File: config.mk
export PLATFORM = sky130hd
export DESIGN_NAME = seg_scan_mux_flat
export DESIGN_NICKNAME = d
export VERILOG_FILES = /design/src/rtl/seg_scan_mux_pkg.sv /design/src/rtl/seg_scan_mux_if.sv /design/src/rtl/seg7_hex_decode.sv /design/src/rtl/seg_scan_mux.sv /design/src/flat_wrapper.sv
export SDC_FILE = /design/constraint.sdc
export NUM_CORES = 1
export LEC_CHECK = 0
export ABC_AREA = 1
export CORE_UTILIZATION = 29
export CTS_CLUSTER_SIZE = 12
export DETAILED_ROUTE_END_ITERATION = 8
export PLACE_DENSITY_LB_ADDON = 0.12
export SYNTH_ARGS = -nofsm -noshare
export SYNTH_HDL_FRONTEND = slang
export SYNTH_SLANG_ARGS = --single-unit
File: constraint.sdc
create_clock -name clk_16M -period 5.3 [get_ports clk_16M]
set_input_delay 0.53 -clock clk_16M [delete_from_list [all_inputs] [get_ports clk_16M]]
set_output_delay 0.53 -clock clk_16M [all_outputs]
set_load 0.02 [all_outputs]
File: src/rtl/seg_scan_mux_pkg.sv
// Shared constants for the multiplexed 7-segment display blocks.
// Segment patterns are {g,f,e,d,c,b,a}, active-low.
package seg_pkg;

   localparam logic [6:0] SEG_OFF = 7'h7F;

   localparam logic [15:0][6:0] HEX_SEG = {
      7'b0001110,  // F
      7'b0000110,  // E
      7'b0100001,  // d
      7'b1000110,  // C
      7'b0000011,  // b
      7'b0001000,  // A
      7'b0010000,  // 9
      7'b0000000,  // 8
      7'b1111000,  // 7
      7'b0000010,  // 6
      7'b0010010,  // 5
      7'b0011001,  // 4
      7'b0110000,  // 3
      7'b0100100,  // 2
      7'b1111001,  // 1
      7'b1000000   // 0
   };

   typedef enum logic {
      BLANK = 1'b0,
      DRIVE = 1'b1
   } state_e;

endpackage

File: src/rtl/seg_scan_mux_if.sv
// Display data source / board pin bundle for seg_scan_mux.
// master = measurement side and pin observer, slave = the scanner.
interface seg_scan_mux_if #(
   parameter int NUM_DIGITS = 4
);
   logic [4*NUM_DIGITS-1:0] data;
   logic [NUM_DIGITS-1:0]   dp_mask;
   logic [NUM_DIGITS-1:0]   blank_mask;
   logic                    load;
   logic                    load_ack;
   logic                    frame_start;
   logic [NUM_DIGITS-1:0]   en;
   logic [6:0]              svn_conf;
   logic                    DP;

   modport master (
      output data, dp_mask, blank_mask, load,
      input  load_ack, frame_start, en, svn_conf, DP
   );

   modport slave (
      input  data, dp_mask, blank_mask, load,
      output load_ack, frame_start, en, svn_conf, DP
   );
endinterface

File: src/rtl/seg7_hex_decode.sv
// Combinational hex nibble to active-low 7-segment pattern.
// Shared by the display blocks; pattern table lives in seg_pkg.
module seg7_hex_decode
   import seg_pkg::*;
(
   input  logic [3:0] hex_i,
   output logic [6:0] seg_o
);
   assign seg_o = HEX_SEG[hex_i];
endmodule

File: src/rtl/seg_scan_mux.sv
// Time-multiplexed common-anode 7-segment scanner with blanking and
// frame-synchronous snapshot. Option: LEADING_ZERO_BLANK_EN.
module seg_scan_mux
   import seg_pkg::*;
#(
   parameter int NUM_DIGITS = 4,
   parameter int DIV        = 48000,
   parameter int BLANK_CYC  = 256
)(
   input  logic         clk_16M,
   input  logic         rst,
   seg_scan_mux_if.slave bus
);
   localparam int CW = (DIV > 1) ? $clog2(DIV) : 1;
   localparam int IW = (NUM_DIGITS > 1) ? $clog2(NUM_DIGITS) : 1;
   localparam int DW = 4 * NUM_DIGITS;
   localparam logic [CW-1:0] CNT_MAX = CW'(DIV - 1);
   localparam logic [CW-1:0] CNT_BLK = CW'(BLANK_CYC);
   localparam logic [IW-1:0] IDX_MAX = IW'(NUM_DIGITS - 1);
   localparam state_e ST_RST = (BLANK_CYC == 0) ? DRIVE : BLANK;

   logic [CW-1:0]         cnt_q, cnt_d;
   logic [IW-1:0]         idx_q, idx_d;
   state_e                state_q, state_d;
   logic                  pend_q, pend_d;
   logic [DW-1:0]         shd_q, shd_d;
   logic [NUM_DIGITS-1:0] shp_q, shp_d;
   logic [NUM_DIGITS-1:0] shb_q, shb_d;
   logic [NUM_DIGITS-1:0] en_q, en_d;
   logic [6:0]            svn_q, svn_d;
   logic                  dp_q, dp_d;
   logic                  ack_q, ack_d;
   logic                  fs_q, fs_d;
   logic                  boundary;
   logic [3:0]            nib;
   logic [6:0]            seg;
   logic                  lz;

   assign boundary = (cnt_q == '0) && (idx_q == '0);

   always_comb begin
      cnt_d   = cnt_q + 1'b1;
      idx_d   = idx_q;
      if (cnt_q == CNT_MAX) begin
         cnt_d = '0;
         idx_d = (idx_q == IDX_MAX) ? '0 : idx_q + 1'b1;
      end
      state_d = (cnt_d < CNT_BLK) ? BLANK : DRIVE;
   end

   // Capture into the shadow only on the frame boundary
   always_comb begin
      pend_d = pend_q;
      shd_d  = shd_q;
      shp_d  = shp_q;
      shb_d  = shb_q;
      ack_d  = 1'b0;
      if (boundary && (pend_q || bus.load)) begin
         shd_d  = bus.data;
         shp_d  = bus.dp_mask;
         shb_d  = bus.blank_mask;
         ack_d  = 1'b1;
         pend_d = 1'b0;
      end else if (bus.load) begin
         pend_d = 1'b1;
      end
   end

   assign nib = shd_d[{idx_q, 2'b00} +: 4];

   seg7_hex_decode u_dec (
      .hex_i (nib),
      .seg_o (seg)
   );

`ifdef LEADING_ZERO_BLANK_EN
   logic [IW-1:0] msd;

   always_comb begin
      msd = '0;
      for (int i = 1; i < NUM_DIGITS; i++) begin
         if (shd_d[4*i +: 4] != 4'h0) msd = IW'(i);
      end
   end

   assign lz = (idx_q > msd);
`else
   assign lz = 1'b0;
`endif

   always_comb begin
      en_d  = '1;
      svn_d = SEG_OFF;
      dp_d  = 1'b1;
      fs_d  = boundary;
      if (state_q == DRIVE) begin
         en_d[idx_q] = 1'b0;
         svn_d = (shb_d[idx_q] || lz) ? SEG_OFF : seg;
         dp_d  = shb_d[idx_q] | ~shp_d[idx_q];
      end
   end

   always_ff @(posedge clk_16M) begin
      if (rst) begin
         cnt_q   <= '0;
         idx_q   <= '0;
         state_q <= ST_RST;
         pend_q  <= 1'b0;
         shd_q   <= '0;
         shp_q   <= '0;
         shb_q   <= '0;
         en_q    <= '1;
         svn_q   <= SEG_OFF;
         dp_q    <= 1'b1;
         ack_q   <= 1'b0;
         fs_q    <= 1'b0;
      end else begin
         cnt_q   <= cnt_d;
         idx_q   <= idx_d;
         state_q <= state_d;
         pend_q  <= pend_d;
         shd_q   <= shd_d;
         shp_q   <= shp_d;
         shb_q   <= shb_d;
         en_q    <= en_d;
         svn_q   <= svn_d;
         dp_q    <= dp_d;
         ack_q   <= ack_d;
         fs_q    <= fs_d;
      end
   end

   assign bus.en          = en_q;
   assign bus.svn_conf    = svn_q;
   assign bus.DP          = dp_q;
   assign bus.load_ack    = ack_q;
   assign bus.frame_start = fs_q;
endmodule
File: src/flat_wrapper.sv
// flat-port wrapper written by rule: the top's interface ports become plain ports
module seg_scan_mux_flat import seg_pkg::*;
#(
   parameter int NUM_DIGITS = 4,
   parameter int DIV        = 48000,
   parameter int BLANK_CYC  = 256
)
  (clk_16M, rst, bus_data, bus_dp_mask, bus_blank_mask, bus_load, bus_load_ack, bus_frame_start, bus_en, bus_svn_conf, bus_DP);
  seg_scan_mux_if #(.NUM_DIGITS(NUM_DIGITS)) bus_i ();
  input  logic clk_16M;
  input  logic rst;
  input wire logic [$bits(bus_i.data)-1:0] bus_data;
  input wire logic [$bits(bus_i.dp_mask)-1:0] bus_dp_mask;
  input wire logic [$bits(bus_i.blank_mask)-1:0] bus_blank_mask;
  input wire logic [$bits(bus_i.load)-1:0] bus_load;
  output wire logic [$bits(bus_i.load_ack)-1:0] bus_load_ack;
  output wire logic [$bits(bus_i.frame_start)-1:0] bus_frame_start;
  output wire logic [$bits(bus_i.en)-1:0] bus_en;
  output wire logic [$bits(bus_i.svn_conf)-1:0] bus_svn_conf;
  output wire logic [$bits(bus_i.DP)-1:0] bus_DP;
  assign bus_i.data = bus_data;
  assign bus_i.dp_mask = bus_dp_mask;
  assign bus_i.blank_mask = bus_blank_mask;
  assign bus_i.load = bus_load;
  assign bus_load_ack = bus_i.load_ack;
  assign bus_frame_start = bus_i.frame_start;
  assign bus_en = bus_i.en;
  assign bus_svn_conf = bus_i.svn_conf;
  assign bus_DP = bus_i.DP;
  seg_scan_mux #(.NUM_DIGITS(NUM_DIGITS), .DIV(DIV), .BLANK_CYC(BLANK_CYC)) u_core (.clk_16M(clk_16M), .rst(rst), .bus(bus_i));
endmodule
After elaboration in Yosys (flattened, before gate mapping)
Memories as Yosys holds them, arrays and structs flattened. A register that Yosys moved wholly into a read port is not among the register bits.
Cells that the tools add are included.
Widths: inputs -> output; s select.
{"block": "word_totals", "memories": 1, "word_cells": 46, "out_inout_bits": 14, "regBits": 51, "mem_bits_rw": 0, "romBits": 112, "inputBits": 27, "latch_bits": 0}
{"name": "(no name shown)", "depth": 16, "width": 7, "read_ports": 1, "rd_clocked_by_memory_dff": 1, "wr": 0, "line_no": "seg7_hex_decode.sv:9", "rtl": "assign seg_o = HEX_SEG[hex_i];"}
{"block": "classes", "n_addsub": 2, "shifts": 1, "multipliers": 0, "n_eq_ne": 2, "n_div": 0, "n_reduce_logical": 9, "bitwise_logic": 4, "mux": 13, "order_cmp": 3}
{"op": "$mux 16", "n": 2}
{"op": "$add 16x1->16 const B", "n": 1}
{"op": "$eq 16x16->1 const B", "n": 1}
{"op": "$logic_not 16->1", "n": 1}
{"op": "$lt 16x9->1 const B", "n": 1}
{"op": "$shiftx 16x5->4", "n": 1}
{"op": "$mux 4", "n": 2}
{"op": "$mux 1", "n": 5}
{"op": "$bmux 1 s2", "n": 2}
{"op": "$not 4->4", "n": 1}
{"op": "$reduce_or 2->1", "n": 2}
{"op": "$logic_and 1x1->1", "n": 3}
{"op": "$lt 2x3->1 const B", "n": 1}
{"op": "$reduce_or 3->1", "n": 1}
{"op": "$add 2x1->2 const B", "n": 1}
{"op": "$demux 1 s2", "n": 1}
{"op": "$eq 2x2->1 const B", "n": 1}
{"op": "$ge 2x1->1 const B", "n": 1}
{"op": "$logic_not 2->1", "n": 1}
{"op": "$mux 2", "n": 1}
{"op": "$not 1->1", "n": 2}
{"op": "$logic_or 1x1->1", "n": 1}
{"op": "$or 1x1->1", "n": 1}

Longest topological paths before layout
{"block": "logic_depth", "ltp_word": 8, "depth_mapped": 21, "mapped_depth_nobuf": 19}

Cells and area by module
From an unflattened synthesis, not the netlist that was laid out.
{"block": "unflattened", "hier_cells": 417, "area_unflattened_um2": 3064.2}
{"module": "seg_scan_mux", "cells_each": 368, "instances": 1, "area_per_inst_um2": 2790.2, "seq_area_each_um2": 1161.1}
{"module": "seg7_hex_decode", "cells_each": 49, "instances": 1, "area_per_inst_um2": 274.0, "seq_area_each_um2": 0.0}

Worst setup path before layout
OpenSTA, ideal clock, no wires.
{"block": "synth_path", "path_kind": "reg2reg", "startpoint": "reg u_core.idx_q[0]", "endpoint": "reg u_core.svn_q[1], in the netlist u_core.bus.svn_conf[1]", "path_stages_with_launch": 19, "arrival_time_ns": 2.329, "period_less_slack_ns": 2.443, "setup_ns": 0.115, "path_buffers": 2, "path_slack_ns": 2.857, "required_time_ns": 5.185, "path_cell_list": "dfxtp_1 inv_1 buf_2 ha_1 nand2_1 inv_1 nand2_2 nor2_8 nand3_4 buf_6 o21ai_1 nand2_1 nand3_1 nand2_1 ha_1 nand3_1 nor2_1 nor2_1 nand2_1"}
{"block": "synth_between", "elab_chain_cells": 7, "word_cells_on_any_way": 9, "cone_classes": "shift (1); mux (4); reduce/logical (4)"}
{"element": "from (decl)", "line_no": "seg_scan_mux.sv:23", "rtl": "logic [IW-1:0] idx_q, idx_d;"}
{"element": "from (signal assigned)", "line_no": "seg_scan_mux.sv:119", "rtl": "idx_q <= idx_d;"}
{"element": "parallel branches: the longest is 7 deep, another holds $mux 16"}
{"element": "to (decl)", "line_no": "seg_scan_mux.sv:30", "rtl": "logic [6:0] svn_q, svn_d;"}
Parallel ways; which one is timed is not known. The select of a mux whose other input is x is not followed.
A chain may end at the register's enable or synchronous reset.

Worst setup path in the final report
{"block": "layout_path", "startpoint": "reg u_core.idx_q[0]", "endpoint": "reg u_core.svn_q[3], in the netlist u_core.bus.svn_conf[3]"}
The elaborated chain is that of the path after synthesis.

==> flow_metrics.tcl <==
set metrics [dict create \
    p_sw_share_pct 28.8 \
    ys_top_cells_by_area "dfxtp_1 (38%), nand2_1 (14%), nand3_1 (7.9%)" \
    cellLeakagePower_nw 1.63 \
    dr_total_vias 2782 \
    wirelength_microns 7560 \
    io_pins 41 \
    worstSetupPathType "reg -> reg" \
    fin_crit_sh_pct 57.7 \
    switchingPower_w 0.000293 \
    die_h_microns 105 \
    cts_resized 0 \
    initial_utilization_pct 29.9 \
    drc 0 \
    grt_pass1_wl_microns 13100 \
    htreeDepth 3 \
    first_pass_iters 4 \
    antenna_found_initial 0 \
    min_path_type "reg -> reg" \
    grt_pass1_vias 2799 \
    power_density_nw_per_um2 271 \
    crit_chain "inv_1, ha_1, nand2_1, inv_1, nand2_2, nor2_8, nand2_4, nor2_4, nand2_1, nand2_1, nand2_1, nand3_1, nand2_1, ha_1, nand3_1, nand3_1, nand3_1" \
    synth_top_area_share_pct 37.6 \
    post-dp-hpwl_microns 5700 \
    slew_viol_final 0 \
    synth_cell_type_count 31 \
    clkPwrFrac_pct 34.9 \
    cts_tree "done" \
    path_delay_family "simple AND/OR/NAND/NOR gates" \
    drtIter0Drc 84 \
    worst_slew_pin_slew_ns 0.503 \
    drive_above_1_share_pct 9.58 \
    ant_nets 0 \
    wl_per_cell_microns 12.3 \
    worst_slack_ns 2.24 \
    avgSynthCellArea_sq_um 7.06 \
    ctsHoldBuffers 0 \
    preCtsSetupSlack_ns 2.24 \
    clk_pin_slew_worst_paths_ns 0.06 \
    hold_viol 0 \
    clock_skew_ns 0.00820 \
    seqPwrFrac_pct 45.7 \
    setup_tns_ns 0 \
    syn_to_final_growth_pct 21.4 \
    comb_power_share_pct 19.3 \
    design_area_sq_um 3750 \
    critPathArrivalTime_ns 3.27 \
    drv.max_cap_violation_count 0 \
    fin_nets 515 \
    crit_path_frequent_cell "nand2_1" \
    netlist_area_sq_um 3090 \
    irDropWorstVdd_mv 0.185 \
    fmax_ghz 0.327 \
    worst_setup_path_end_kind "flip-flop" \
    crit_required_ns 5.51 \
    yosysWarningCount 0 \
    clockBufferDepth 2 \
    min_period_ns 3.06 \
    slowest_stage "dfxtp_1" \
    core_sq_um 10300 \
    worst-r2r-setup-slack_ns 2.24 \
    synth.net_count 476 \
    yosysTopAreaCell "dfxtp_1" \
    gr-total-overflow 0 \
    clock-sinks 58 \
    max_slew_margin_pct 66.4 \
    insertion_delay_ns 0.33 \
    root_buffer "clkbuf_8" \
    rsz0062_at_grt "false" \
    viasPerCell 4.52 \
    cp_num_buf_inv 2 \
    antenna_cells 0 \
    port_buffers 40 \
    grtUsageTotal_pct 15.1 \
    ys_ff_latch 58 \
    crit_path_max_incr_delay_ns 0.46 \
    die_area_sq_um 11100 \
    grt_max_degree 37 \
    p_int_w 0.000723 \
    num_rows 37 \
    yosysSeqAreaShare_pct 37.6 \
    die_w_microns 105 \
    setup_viol_count_final 0 \
    cts_setup_buffers 0 \
    startpoint_type "flip-flop" \
    cp_max_fo 16 \
    synth_cells 437 \
    placed_area_sq_um 3580 \
    numCtsBuffers 9 \
    status "complete, no violations" \
    gp_congestion 0.831 \
]
-- synthesized netlist by cell type --
cell type  number
nand2_4         4
or2_2           5
dfxtp_1        58
nand4_1        17
inv_1          53
a21oi_1        12
o21ai_0        10
nand3_1        49
nand3_2         2
and3_1          1
or2_0           1
buf_6           4
nand3_4         2
buf_2           4
nor4_1          2
nor3_1         10
xor2_1          4
nor2_4          6
o211ai_1        1
nor2_2          2
o31ai_1         1
buf_4           1
o21a_1          2
nor2_8          1
ha_1           12
clkbuf_1        4
nand2_2         6
nand2_1       112
o21ai_1         4
inv_2           3
nor2_1         44
-- placed cells by master, fill, tap and decap left out, drive strengths merged, types with 6 or more instances in the layout --
cell type        n
or2              6
nand4           17
clkdlybuf4s50   40
ha              12
inv             56
a21oi           12
nand3           53
nor3            10
dfxtp           58
nor2            53
o21ai           14
clkbuf          12
nand2          122
-- flip-flops by register name, summed over array words and instances (netlist names) --
name,count
u_core.bus.DP,1
u_core.bus.en,4
u_core.bus.frame_start,1
u_core.bus.load_ack,1
u_core.bus.svn_conf,7
u_core.cnt_q,16
u_core.idx_q,2
u_core.pend_q,1
u_core.shb_q,4
u_core.shd_q,16
u_core.shp_q,4
u_core.state_q,1
-- cells by family after synthesis --
logic type	after synthesis	synth area share, %
buf+inv	69	9.65
simple gates	264	41.5
compound gates	30	5.19
xor+xnor	4	1.14
flops	58	37.6
fa+ha+maj	12	4.87
-- routing by layer --
layer	share of wire (%)	track usage (%)	wire length, microns
met1	47	19.0	3590
met2	48	25.4	3640
met3	3.9	4.55	296
met4	0.56	3.32	42
met5	0	0	0
-- worst paths after layout --
| path | from | endpoint | cells after the start |
|---|---|---|---|
| setup / recovery | u_core.idx_q[0] | u_core.bus.svn_conf[3] | 17 |
| hold / removal | u_core.cnt_q[0] | u_core.cnt_q[0] | 1 |
| setup reg to reg | u_core.idx_q[0] | u_core.bus.svn_conf[3] | 17 |
| hold reg to reg | u_core.cnt_q[0] | u_core.cnt_q[0] | 1 |
-- power by group through the flow --
stage	sequential [W]	clock (W)	combinational, W
after floorplan	0.000475	0	0.000142
after global placement	0.000474	0	0.000199
after detailed placement	0.000475	0	0.000198
after CTS	0.000465	0.000374	0.000200
after global routing	0.000467	0.000395	0.000227
final	0.000465	0.000355	0.000197
-- cell type report --
class	count	area [sq um]
Inverter	56	210
Sequential cell	58	1160
Clock buffer	12	155
Fill cell	1103	6580
Tap cell	136	170
Timing Repair Buffer	41	408
Clock inverter	3	15.0
Multi-Input combinational cell	310	1630
-- per-stage QoR --
step                      power [W]  utilization (%)  hold slack, ns  std cells
after CTS                   0.00104             36.3           0.469        616
after detailed placement   0.000673             34.6           0.455        601
after floorplan            0.000617                -           0.417        437
final                       0.00102             36.3           0.462        616
after global placement     0.000673             34.6           0.438        601
after global routing        0.00109             36.3           0.496        616
Note: power is estimated with default switching activity, not from simulation.
==> patch 1: new RTL, same settings <==
Add a define of `LEADING_ZERO_BLANK_EN`.
--- a/src/rtl/seg_scan_mux.sv
+++ b/src/rtl/seg_scan_mux.sv
@@ -1,4 +1,6 @@
 // Time-multiplexed common-anode 7-segment scanner with blanking and
 // frame-synchronous snapshot. Option: LEADING_ZERO_BLANK_EN.
+`define LEADING_ZERO_BLANK_EN
+
 module seg_scan_mux
    import seg_pkg::*;
Check against the original RTL: same outputs for any inputs over 10 cycles, from zero or initial values and one cycle with rst high; that may be too few to reach the edited logic, so the function may still have changed.
==> patch 1 against the original RTL <==
  * Global-route usage decreased by 0.29 points
  * Final area increased by 2.5%
  * Via count increased by 2.1%
  * First-iteration DRC count increased by 31%
  * Synthesized area increased by 1.9%
  * Worst setup slack got worse by 0.50 ns
  * Power increased by 5.1%
  * Sequential cell count unchanged
  * Wire length increased by 2.1%
  * Critical path type unchanged
  * Critical endpoint is now u_core.bus.svn_conf[0]$_SDFF_PP1_
  * Largest cell class unchanged
  * Largest power group unchanged
  * Highest routed layer unchanged
==> patch 1: results (changes against the original RTL) <==
* Status: complete, no violations (unchanged)
* Layout Skew at 0.0103 ns (was 0.00820 ns)
* Number of nets in the layout at 531 (was 515)
* R2r startpoint: u_core.idx_q[0]$_SDFFE_PP0N_ (unchanged)
* Synth Area per Inst at 7.00 µm² (was 7.06 µm²)
* DP Cell Count at 615 (was 601)
* Slew at the pin closest to its max-slew limit at 0.593 ns (was 0.503 ns)
* Proportion of synthesized chip area in sequential cells at 36.9% (was 37.6%)
* Leakage power figure at 0.00174 µW (was 0.00163 µW)
* Clock latency reported for the late side of the worst-skew pair at 0.35 ns (was 0.33 ns)
* Most frequent cells after synthesis: sky130_fd_sc_hd__nand2_1 (123), sky130_fd_sc_hd__dfxtp_1 (58), sky130_fd_sc_hd__inv_1 (54), sky130_fd_sc_hd__nor2_1 (54), sky130_fd_sc_hd__nand3_1 (40) (was sky130_fd_sc_hd__nand2_1 (112), sky130_fd_sc_hd__dfxtp_1 (58), sky130_fd_sc_hd__inv_1 (53))
* Number of nets in the synthesized netlist at 490 (was 476)
* Cell Area, Placed at 3660 µm² (was 3580 µm²)
* Total number of vias at 2,840 (was 2,782)
* Mean routed wirelength per cell at 12.2 µm (was 12.3 µm)
* Global Route Usage Sum at 14.8% (was 15.1%)
* Hold Startpoint: u_core.shd_q[5]$_SDFF_PP0_ (was u_core.cnt_q[0]$_SDFF_PP0_)
* Iteration count of the initial detailed-routing pass at 4 (unchanged)
* Data arrival time of the critical path at 3.84 ns (was 3.27 ns)
* Highest ir drop seen on vdd at 0.0000983 V (was 0.000185 V)
* Weighted congestion reported at the end of routability-driven placement at 0.821 (was 0.831)
* Final non-filler cell total at 631 (was 616)
* Fillers at 1,148 (was 1,103)
* Most area-consuming cells after synthesis: sky130_fd_sc_hd__dfxtp_1 (37%), sky130_fd_sc_hd__nand2_1 (15%), sky130_fd_sc_hd__inv_1 (6.4%) (was sky130_fd_sc_hd__dfxtp_1 (38%), sky130_fd_sc_hd__nand2_1 (14%), sky130_fd_sc_hd__nand3_1 (7.9%))
* Fraction of layout instances using a drive strength above 1 at 11.1% (was 9.58%)
* Pin count of the biggest net entering global routing at 38 (was 37)
* Number of different library cells in the post-synthesis netlist at 35 (was 31)
* Drt initial violations at 110 (was 84)
* DP HPWL at 5740 µm (was 5700 µm)
* Crit-path max FO at 28 (was 16)
* Via count of the first global-routing pass at 2,702 (was 2,799)
* First-pass GRT wire length at 13,000 µm (was 13,100 µm)
[patch 1: power breakdown]
part	internal [µW]	total [µW]	switching (µW)
clock	212	395	183
sequential	455	462	7.16
combinational	78.5	210	132
total	745	1070	322
[patch 1: worst paths after layout]
| kind | endpoint | slack (ns) | cells after the start |
|---|---|---|---|
| worst min-delay path | u_core.shd_q[5]$_SDFF_PP0_ | 0.47 | 2 |
| worst min register to register | u_core.shd_q[5]$_SDFF_PP0_ | 0.47 | 2 |
| worst max register to register | u_core.bus.svn_conf[0]$_SDFF_PP1_ | 1.74 | 17 |
| worst max-delay path | u_core.bus.svn_conf[0]$_SDFF_PP1_ | 1.74 | 17 |
[patch 1: per-layer routing]
layer	up-vias	global-route usage, %	part of all wire (%)
met5	-	0	0
met4	0	4.66	1.3
met3	8	3.86	3.1
met2	40	23.9	46
met1	1286	19.2	49
li1	1506	-	-
[patch 1: cell families (layout without fill, tap and decap cells)]
family | after synthesis | count (layout) | synth area share [%]
simple gates | 274 | 274 | 41.2
buf+inv | 66 | 112 | 8.67
flops | 58 | 58 | 36.9
compound gates | 30 | 30 | 5.53
fa+ha+maj | 14 | 14 | 5.57
mux | 4 | 4 | 1.27
xor+xnor | 3 | 3 | 0.836
[patch 1: cell type report]
cell class              count  share of cell area (%)
inverters                  55                    5.38
multi-input cells         325                    44.5
clock buffers               9                    3.23
clock inverters             7                    1.56
well taps                 136                    4.43
flip-flops and latches     58                    30.2
repair buffers             41                    10.6
[patch 1: worst max-delay path, cell delays in order, from the launching register on]
cell and delay [ns]:
sky130_fd_sc_hd__dfxtp_1 0.70, sky130_fd_sc_hd__inv_1 0.46, sky130_fd_sc_hd__ha_1 0.35, sky130_fd_sc_hd__nand2_1 0.06, sky130_fd_sc_hd__inv_1 0.04, sky130_fd_sc_hd__nand2_2 0.12
sky130_fd_sc_hd__nor2_8 0.05, sky130_fd_sc_hd__nand3_4 0.31, sky130_fd_sc_hd__o21ai_0 0.19, sky130_fd_sc_hd__inv_1 0.10, sky130_fd_sc_hd__nand4_1 0.11, sky130_fd_sc_hd__o21bai_1 0.17
sky130_fd_sc_hd__ha_1 0.28, sky130_fd_sc_hd__a22oi_1 0.19, sky130_fd_sc_hd__inv_1 0.10, sky130_fd_sc_hd__nand3_4 0.11, sky130_fd_sc_hd__inv_2 0.05, sky130_fd_sc_hd__nand3_1 0.07
[patch 1: per-stage QoR]
step	utilization, %	hold WS [ns]	power (µW)	setup slack [ns]
6_report	36.9	0.471	1070	1.74
2_1_floorplan	-	0.441	625	2.47
3_5_place_dp	35.1	0.465	683	1.80
5_1_grt	36.9	0.490	1130	1.40
4_1_cts	36.9	0.474	1090	1.76
3_3_place_gp	35.1	0.459	683	1.90
==> patch 2: new RTL, same settings <==
Without the edit above. Make the reset (`rst`) asynchronous in one clocked block.
--- a/src/rtl/seg_scan_mux.sv
+++ b/src/rtl/seg_scan_mux.sv
@@ -101,5 +101,5 @@
    end
 
-   always_ff @(posedge clk_16M) begin
+   always_ff @(posedge clk_16M or posedge rst) begin
       if (rst) begin
          cnt_q   <= '0;
Function: differs if rst is asserted again (counterexample within 4 cycles, from zero or initial values and one cycle with rst high); with rst held inactive, the same outputs for 10 cycles.
==> patch 2 against the original RTL <==
  * Synthesized cell count decreased by 8.7%
  * Cell count decreased by 4.1%
  * Global-route usage decreased by 0.75 points
  * Final area increased by 6.6%
  * Worst setup slack got worse by 0.19 ns
  * Synthesized area increased by 5.2%
  * Highest routed layer unchanged
  * Sequential cell count unchanged
  * Wire length decreased by 2.2%
Power is not compared: it rests on default switching activity, and its combinational part moved more than twofold at a synthesized area within 25%.
==> patch 2: results (changes against the original RTL) <==
* Fraction of layout instances using a drive strength above 1 at 16.4% (was 9.58%)
* Crit-path slowest cell: sky130_fd_sc_hd__dfrtp_1 (was sky130_fd_sc_hd__dfxtp_1)
* Most used DFF post-synth: sky130_fd_sc_hd__dfrtp_1 (was sky130_fd_sc_hd__dfxtp_1)
* Worst hold stages at 2 (was 1)
* Drt initial violations at 86 (was 84)
* Total number of vias at 2,618 (was 2,782)
* Layout Skew at 0.0109 ns (was 0.00820 ns)
* Port buffer count at 40 (unchanged)
* First-pass GRT wire length at 12,800 µm (was 13,100 µm)
* Shortest period the worst path allows at 3.24 ns (was 3.06 ns)
* Worst relative slew slack at 51.1% (was 66.4%)
* Share of flip-flops with an asynchronous set or reset at 100% (was 0%)
* Data arrival time of the critical path at 3.51 ns (was 3.27 ns)
* Number of nets in the synthesized netlist at 438 (was 476)
* Status: complete, no violations (unchanged)
* R2R depth at 18 (was 17)
* Global Route Usage Sum at 14.4% (was 15.1%)
* Most area-consuming cells after synthesis: sky130_fd_sc_hd__dfrtp_1 (35%), sky130_fd_sc_hd__nand2_1 (12%), sky130_fd_sc_hd__dfstp_2 (9.7%) (was sky130_fd_sc_hd__dfxtp_1 (38%), sky130_fd_sc_hd__nand2_1 (14%), sky130_fd_sc_hd__nand3_1 (7.9%))
* Pre-CTS setup slack at 1.99 ns (was 2.24 ns)
* Path category of the worst min-delay check: reg2reg (unchanged)
* Terminating pin of the worst hold path: u_core.shb_q[1]$_DFF_PP0_ (was u_core.cnt_q[0]$_SDFF_PP0_)
* DP HPWL at 5360 µm (was 5700 µm)
* Worst hold slack across all endpoints at 0.475 ns (was 0.462 ns)
* Number of different library cells in the post-synthesis netlist at 36 (was 31)
* Weighted congestion reported at the end of routability-driven placement at 0.821 (was 0.831)
* Pin count of the biggest net entering global routing at 59 (was 37)
* Proportion of synthesized chip area in sequential cells at 45.2% (was 37.6%)
* Slowest stage delay, CP at 0.59 ns (was 0.46 ns)
* Hold Startpoint: u_core.shb_q[1]$_DFF_PP0_ (was u_core.cnt_q[0]$_SDFF_PP0_)
* Worst R2R End: u_core.bus.svn_conf[1]$_DFF_PP1_ (was u_core.bus.svn_conf[3]$_SDFF_PP1_)
* R2r startpoint: u_core.idx_q[0]$_DFFE_PP0N_ (was u_core.idx_q[0]$_SDFFE_PP0N_)
* Aggregate routed wire length at 7390 µm (was 7560 µm)
* FF-to-FF setup slack at 2.06 ns (was 2.24 ns)
-- patch 2: cell count changes in the layout (fill, tap and decap cells not counted), sizes merged, moves of 5 or more --
cell / before / now
a21oi: 12 / 4
dfrtp: 0 / 46
inv: 56 / 62
or2: 6 / 1
nor2: 53 / 37
o21ai: 14 / 4
dfxtp: 58 / 0
dfstp: 0 / 12
-- patch 2: cell type report --
| type | instances | area [µm²] |
|---|---|---|
| Clock buffer | 11 | 141 |
| Multi-Input combinational cell | 272 | 1480 |
| Fill cell | 1153 | 6890 |
| Inverter | 64 | 244 |
| Sequential cell | 58 | 1470 |
| Timing Repair Buffer | 41 | 408 |
| Clock inverter | 5 | 77.6 |
| Tap cell | 140 | 175 |
-- patch 2: logic make-up after synthesis --
group | Yosys count | share of synthesized area, %
adders and majority gates | 12 | 4.63
and+or+nand+nor | 241 | 36.8
AOI/OAI and AO/OA | 12 | 2.12
DFF | 58 | 45.2
buffers and inverters | 69 | 9.10
xor gates and xnor gates | 3 | 0.810
muxes | 4 | 1.39
-- patch 2: report_power, final --
group / switching (µW) / internal (µW) / total, µW
Combinational: 36.4 / 31.8 / 68.2
Sequential: 2.10 / 452 / 454
Clock: 179 / 276 / 455
-- patch 2: through the flow --
stage                     area [µm²]  instances
final                           4000        591
after global routing            4000        591
after CTS                       4000        591
after detailed placement        3780        575
after global placement          3780        575
after floorplan                 3240        399
-- patch 2: layer usage --
layer / track usage (%) / wire length (µm) / up-vias
met1: 18.8 / 3590 / 1214
met3: 3.27 / 281 / 9
met2: 23.2 / 3420 / 51
met5: 0 / 0 / -
li1: - / - / 1344
met4: 4.79 / 106 / 0
